==> src/rtl/voice_allocator.sv <==
// Four-voice note allocator for a polyphonic synth.
// Maps note-on/note-off commands onto four oscillator voices, keeps an age
// ranking for voice stealing, forces a short gate gap when an already
// sounding voice is retriggered or stolen, and times each voice's release
// tail in sample ticks before returning it to the idle pool.
module voice_allocator #(
    parameter int FREQ_W        = 32,
    parameter int ID_W          = 7,
    parameter int RELEASE_TICKS = 4800,
    parameter int GAP_CYCLES    = 2
) (
    input  logic              clk,
    input  logic              resetn,
    input  logic              tick,
    input  logic              cmd_valid,
    output logic              cmd_ready,
    input  logic              cmd_on,
    input  logic [ID_W-1:0]   cmd_id,
    input  logic [FREQ_W-1:0] cmd_freq,
    output logic [FREQ_W-1:0] freq_1,
    output logic [FREQ_W-1:0] freq_2,
    output logic [FREQ_W-1:0] freq_3,
    output logic [FREQ_W-1:0] freq_4,
    output logic [3:0]        gate,
    output logic [3:0]        voice_busy
);

    localparam int RT_W = $clog2(RELEASE_TICKS + 1);

    typedef enum logic [1:0] {
        V_IDLE    = 2'd0,
        V_ACTIVE  = 2'd1,
        V_RELEASE = 2'd2
    } vstate_t;

    typedef enum logic {
        G_READY = 1'b0,
        G_GAP   = 1'b1
    } gstate_t;

    // Per-voice state
    vstate_t           vstate_r  [4];
    logic [ID_W-1:0]   id_r      [4];
    logic [FREQ_W-1:0] freq_r    [4];
    logic [1:0]        rank_r    [4];
    logic [RT_W-1:0]   rel_cnt_r [4];
    logic [3:0]        gate_r;
    logic [3:0]        busy_r;

    // Gap sequencer state
    gstate_t           gap_state_r;
    logic [3:0]        gap_cnt_r;
    logic [1:0]        gap_voice_r;
    logic              ready_r;

    // Target selection
    logic [3:0]        on_match_s;
    logic [3:0]        off_match_s;
    logic              hit_found_s;
    logic [1:0]        hit_tgt_s;
    logic              idle_found_s;
    logic [1:0]        idle_tgt_s;
    logic              rel_found_s;
    logic [1:0]        rel_tgt_s;
    logic [1:0]        rel_rank_s;
    logic              act_found_s;
    logic [1:0]        act_tgt_s;
    logic [1:0]        act_rank_s;
    logic [1:0]        tgt_s;
    logic              tgt_active_s;
    logic              xfer_s;

    // Pick the note-on target by priority: id hit, lowest idle, oldest release, oldest active.
    always_comb begin
        on_match_s   = 4'b0000;
        off_match_s  = 4'b0000;
        hit_found_s  = 1'b0;
        hit_tgt_s    = 2'd0;
        idle_found_s = 1'b0;
        idle_tgt_s   = 2'd0;
        rel_found_s  = 1'b0;
        rel_tgt_s    = 2'd0;
        rel_rank_s   = 2'd0;
        act_found_s  = 1'b0;
        act_tgt_s    = 2'd0;
        act_rank_s   = 2'd0;
        // Descending scan so the lowest index overwrites and wins ties.
        for (int i = 3; i >= 0; i--) begin
            if (vstate_r[i] != V_IDLE && id_r[i] == cmd_id) begin
                on_match_s[i] = 1'b1;
                hit_found_s   = 1'b1;
                hit_tgt_s     = 2'(i);
            end else begin
                on_match_s[i] = 1'b0;
            end
            if (vstate_r[i] == V_ACTIVE && id_r[i] == cmd_id) begin
                off_match_s[i] = 1'b1;
            end else begin
                off_match_s[i] = 1'b0;
            end
            if (vstate_r[i] == V_IDLE) begin
                idle_found_s = 1'b1;
                idle_tgt_s   = 2'(i);
            end else begin
                idle_found_s = idle_found_s;
            end
            // Ranks are a permutation, so the highest-rank pick is unique.
            if (vstate_r[i] == V_RELEASE && (!rel_found_s || rank_r[i] > rel_rank_s)) begin
                rel_found_s = 1'b1;
                rel_tgt_s   = 2'(i);
                rel_rank_s  = rank_r[i];
            end else begin
                rel_found_s = rel_found_s;
            end
            if (vstate_r[i] == V_ACTIVE && (!act_found_s || rank_r[i] > act_rank_s)) begin
                act_found_s = 1'b1;
                act_tgt_s   = 2'(i);
                act_rank_s  = rank_r[i];
            end else begin
                act_found_s = act_found_s;
            end
        end
        if (hit_found_s) begin
            tgt_s = hit_tgt_s;
        end else if (idle_found_s) begin
            tgt_s = idle_tgt_s;
        end else if (rel_found_s) begin
            tgt_s = rel_tgt_s;
        end else begin
            tgt_s = act_tgt_s;
        end
        tgt_active_s = (vstate_r[tgt_s] == V_ACTIVE);
        xfer_s       = cmd_valid && ready_r;
    end

    // Gap sequencer plus per-voice state, rank and release-timer updates.
    always_ff @(posedge clk or negedge resetn) begin
        if (!resetn) begin
            for (int i = 0; i < 4; i++) begin
                vstate_r[i]  <= V_IDLE;
                id_r[i]      <= '0;
                freq_r[i]    <= '0;
                rank_r[i]    <= 2'(i);
                rel_cnt_r[i] <= '0;
            end
            gate_r      <= 4'b0000;
            busy_r      <= 4'b0000;
            ready_r     <= 1'b0;
            gap_state_r <= G_READY;
            gap_cnt_r   <= 4'd0;
            gap_voice_r <= 2'd0;
        end else begin
            case (gap_state_r)
                G_READY: begin
                    if (xfer_s && cmd_on && tgt_active_s) begin
                        gap_state_r <= G_GAP;
                        gap_cnt_r   <= 4'(GAP_CYCLES);
                        gap_voice_r <= tgt_s;
                        ready_r     <= 1'b0;
                    end else begin
                        ready_r     <= 1'b1;
                    end
                end
                G_GAP: begin
                    // Last gap cycle: reopen the handshake and raise the held gate together.
                    if (gap_cnt_r == 4'd1) begin
                        gap_state_r         <= G_READY;
                        gap_cnt_r           <= 4'd0;
                        ready_r             <= 1'b1;
                        gate_r[gap_voice_r] <= 1'b1;
                    end else begin
                        gap_cnt_r           <= gap_cnt_r - 4'd1;
                    end
                end
                default: begin
                    gap_state_r <= G_READY;
                    gap_cnt_r   <= 4'd0;
                    ready_r     <= 1'b1;
                end
            endcase

            for (int i = 0; i < 4; i++) begin
                if (xfer_s && cmd_on && tgt_s == 2'(i)) begin
                    vstate_r[i]  <= V_ACTIVE;
                    id_r[i]      <= cmd_id;
                    freq_r[i]    <= cmd_freq;
                    rel_cnt_r[i] <= '0;
                    busy_r[i]    <= 1'b1;
                    // A sounding voice gets its gate dropped; the sequencer raises it later.
                    gate_r[i]    <= !tgt_active_s;
                end else if (xfer_s && !cmd_on && off_match_s[i]) begin
                    vstate_r[i]  <= V_RELEASE;
                    rel_cnt_r[i] <= RT_W'(RELEASE_TICKS);
                    gate_r[i]    <= 1'b0;
                end else if (tick && vstate_r[i] == V_RELEASE) begin
                    if (rel_cnt_r[i] == RT_W'(1)) begin
                        vstate_r[i]  <= V_IDLE;
                        rel_cnt_r[i] <= '0;
                        busy_r[i]    <= 1'b0;
                    end else begin
                        rel_cnt_r[i] <= rel_cnt_r[i] - RT_W'(1);
                    end
                end
                if (xfer_s && cmd_on) begin
                    if (tgt_s == 2'(i)) begin
                        rank_r[i] <= 2'd0;
                    end else if (rank_r[i] < rank_r[tgt_s]) begin
                        rank_r[i] <= rank_r[i] + 2'd1;
                    end
                end
            end
        end
    end

    assign freq_1     = freq_r[0];
    assign freq_2     = freq_r[1];
    assign freq_3     = freq_r[2];
    assign freq_4     = freq_r[3];
    assign gate       = gate_r;
    assign voice_busy = busy_r;
    assign cmd_ready  = ready_r;

endmodule
==> config.mk <==
export PLATFORM = sky130hd
export DESIGN_NAME = voice_allocator
export DESIGN_NICKNAME = d
export VERILOG_FILES = /design/src/rtl/voice_allocator.sv
export SDC_FILE = /design/constraint.sdc
export NUM_CORES = 1
export LEC_CHECK = 0
export CAP_MARGIN = 30
export CORE_MARGIN = 10
export CORE_UTILIZATION = 44
export CTS_BUF_LIST = sky130_fd_sc_hd__clkbuf_16
export DETAILED_ROUTE_END_ITERATION = 6
export PLACE_DENSITY = 0.75
export SETUP_SLACK_MARGIN = 0.02
export SYNTH_ARGS = -nofsm -noshare
export SYNTH_HDL_FRONTEND = slang
export SYNTH_SLANG_ARGS = --single-unit
==> constraint.sdc <==
create_clock -name clk -period 10.5 [get_ports clk]
set_clock_uncertainty 0.15 [all_clocks]
set_input_delay 3.15 -clock clk [delete_from_list [all_inputs] [get_ports clk]]
set_output_delay 3.15 -clock clk [all_outputs]
set_load 0.01 [all_outputs]
==> results.json <==
{
  "status": "finished clean",
  "hp-class": "flop to flop",
  "n_antenna_cell": 0,
  "reg2reg_setup_slack_ns": 4.16,
  "setup_viol_count_final": 0,
  "p_int_w": 0.00319,
  "post_cts_buffers": 0,
  "grt_antenna_before_repair": 0,
  "final_nets": 1226,
  "cts_root_buf": "clkbuf_16",
  "die_x_um": 181,
  "pwr-share-seq_pct": 33.1,
  "place.gp.congestion": 0.896,
  "synth_most_common_cell": "dfrtp_1",
  "grt_max_degree": 87,
  "clk_latency_ns": 0.52,
  "grt_pass1_wl_um": 45500,
  "initial_core_util_pct": 45.0,
  "p_sw_w": 0.00187,
  "rsz0062_at_grt": "no",
  "cp.required_ns": 10.76,
  "dr.pass1.iters": 5,
  "synth_cells": 985,
  "fin_ws_ns": 4.16,
  "die_h_um": 181,
  "min_period_over_period_pct": 60.4,
  "timing.rr.start": "vstate_r[0]",
  "synth_common_cells": "dfrtp_1, mux2_2, nand2_1, nor2_1, o21ai_0",
  "worstMarginPinSlew_ns": 0.761,
  "fmax_mhz": 158,
  "die-area_um2": 32700,
  "drc": 0,
  "clockBufferDepth": 3,
  "tns_ns": 0,
  "htreeDepth": 1,
  "fp-row-count": 58,
  "yosysTopAreaCellShare_pct": 51.9,
  "synth_area_leader_cell": "dfrtp_1",
  "async_flop_share_pct": 100,
  "drt_iter0_markers": 453,
  "start_kind": "flop",
  "peakVddDrop_uv": 208,
  "vias_per_cell": 5.40,
  "synth_edf_count": 0,
  "ys_types": 75,
  "nFillCells": 2026,
  "finalHoldViolCount": 0,
  "grt_pass1_vias": 8308,
  "arrival_ns": 6.60,
  "layout-drive-gt1-share_pct": 18.0,
  "ys_seq_area_share_pct": 52.8,
  "core_area_um2": 25300,
  "overflow": 0,
  "path_max_fanout": 11,
  "cts_sinks": 240,
  "ys.flop_type": "dfrtp_1",
  "reg2reg_to": "rank_r[0]",
  "grtUsageTotal_pct": 16.7,
  "worstSetupStartpoint": "vstate_r[0]",
  "cts_hold_buffers": 0,
  "cts-buffers-inserted": 25,
  "totalWireLength_um": 28100,
  "endpoint": "rank_r[0]",
  "finalCriticalPeriod_ns": 6.34,
  "syn_nets": 1051,
  "r2r_cells": 21,
  "drv_cap": 0,
  "ys_ff_latch": 240,
  "place_ws_ns": 3.77,
  "path_clk_slew_ns": 0.06,
  "combPwrFrac_pct": 49.9,
  "leakagePower_nw": 6.30,
  "dp_hpwl_um": 20000,
  "drv_slew": 0,
  "pwr-share-clk_pct": 17.0,
  "swShare_pct": 37.0,
  "vias": 8122,
  "ys.warnings.count": 0,
  "syn_area_um2": 11400,
  "critical_path.endpoint_type": "flop",
  "boundaryPins": 181,
  "io_buffers": 180,
  "power.density_nw_per_um2": 353,
  "synth.avg_cell_area_um2": 11.6,
  "cts_repair_resize_count": 0,
  "maxSlewHeadroom_pct": 49.3,
  "area_growth_pct": 25.7,
  "detail-route-antenna-nets": 0,
  "path_class": "flop to flop",
  "synth_area_leaders": "dfrtp_1, mux2_2, nand2_1",
  "routedWlPerCell_um": 18.7,
  "tritoncts": "built"
}
flip-flops by register name (all words and copies together) (netlist names):
| name | flops |
|---|---|
| id_r | 28 |
| gap_state_r | 1 |
| gap_cnt_r | 4 |
| freq_1 | 32 |
| cmd_ready | 1 |
| freq_2 | 32 |
| freq_3 | 32 |
| voice_busy | 4 |
| vstate_r | 8 |
| rel_cnt_r | 52 |
| freq_4 | 32 |
| gate | 4 |
| rank_r | 8 |
| gap_voice_r | 2 |
power by group through the flow:
stage | logic [W] | registers (W) | clock network, W
2_1_floorplan | 0.00152 | 0.00174 | 0
3_3_place_gp | 0.00247 | 0.00166 | 0
3_5_place_dp | 0.00253 | 0.00168 | 0
4_1_cts | 0.00255 | 0.00167 | 0.000879
5_1_grt | 0.00277 | 0.00173 | 0.000923
6_report | 0.00253 | 0.00167 | 0.000859
critical path, stage by stage (launching register included):
cell	delay (ns)
dfrtp_1	0.46
nor2b_1	0.34
nand2_1	0.10
ha_1	0.29
nor2b_1	0.13
o21ai_0	0.27
a21oi_1	0.14
a22oi_1	0.28
ha_1	0.29
nand2_1	0.08
o21ai_0	0.11
a21oi_1	0.29
mux2_2	0.37
ha_1	0.29
a21o_1	0.16
a211o_1	0.30
o41a_1	0.42
nor2b_4	0.15
o31ai_4	0.49
mux2i_1	0.53
o21ai_1	0.22
a221oi_1	0.35
worst min path at each step:
stage,start,endpoint,slack (ns),cells past startpoint
3_5_place_dp,voice_busy[0],voice_busy[0],0.32,2
2_1_floorplan,id_r[14],id_r[14],0.33,1
4_1_cts,voice_busy[0],voice_busy[0],0.34,2
5_1_grt,voice_busy[0],voice_busy[0],0.36,2
3_3_place_gp,freq_2[1],freq_2[1],0.32,1
6_report,voice_busy[0],voice_busy[0],0.33,2
layout make-up:
class | instances | area [um2] | area share [%]
Tap cell | 330 | 413 | 2.88
Clock inverter | 17 | 160 | 1.12
Sequential cell | 240 | 6010 | 42.0
Clock buffer | 25 | 626 | 4.37
Inverter | 28 | 105 | 0.734
Timing Repair Buffer | 189 | 1910 | 13.4
Multi-Input combinational cell | 676 | 5090 | 35.5
through the flow:
| stage | hold slack (ns) | std cells | area, um2 | util, % | total power [W] |
|---|---|---|---|---|---|
| floorplan | 0.328 | 985 | 11400 | - | 0.00325 |
| global placement | 0.316 | 1461 | 13500 | 53.2 | 0.00413 |
| detailed placement | 0.323 | 1461 | 13500 | 53.2 | 0.00420 |
| CTS | 0.336 | 1503 | 14300 | 56.3 | 0.00510 |
| global route | 0.362 | 1505 | 14300 | 56.5 | 0.00542 |
| finish | 0.331 | 1505 | 14300 | 56.5 | 0.00506 |
routing by layer:
layer / up-vias / wire, um / part of all wire, % / track usage (%)
li1: 3840 / - / - / -
met1: 3995 / 11400 / 41 / 19.7
met2: 250 / 12800 / 46 / 26.9
met3: 37 / 3400 / 12 / 8.31
met4: 0 / 460 / 1.6 / 3.87
met5: - / 0 / 0 / 0
cell usage in the layout (no fill, tap or decap), types with 19 or more instances in the layout:
cell / instances
clkbuf_16: 25
ha_1: 22
xor2_1: 19
a21oi_1: 30
inv_1: 30
mux2_2: 142
o21ai_0: 35
clkdlybuf4s50_1: 179
nor3_1: 22
nor2_1: 69
xnor2_1: 33
mux2_1: 20
nand2_1: 83
dfrtp_1: 236
logic make-up after synthesis:
kind of cell,Yosys count,share of synthesized area [%]
multiplexers,171,16.8
buffers and inverters,69,2.75
flip-flops,240,52.8
XOR/XNOR,52,4.00
adder cells (fa/ha/maj),22,2.42
AND/OR/NAND/NOR,291,13.0
AO/OA/AOI/OAI,140,8.20
No activity file was read; power rests on OpenSTA's default activity.
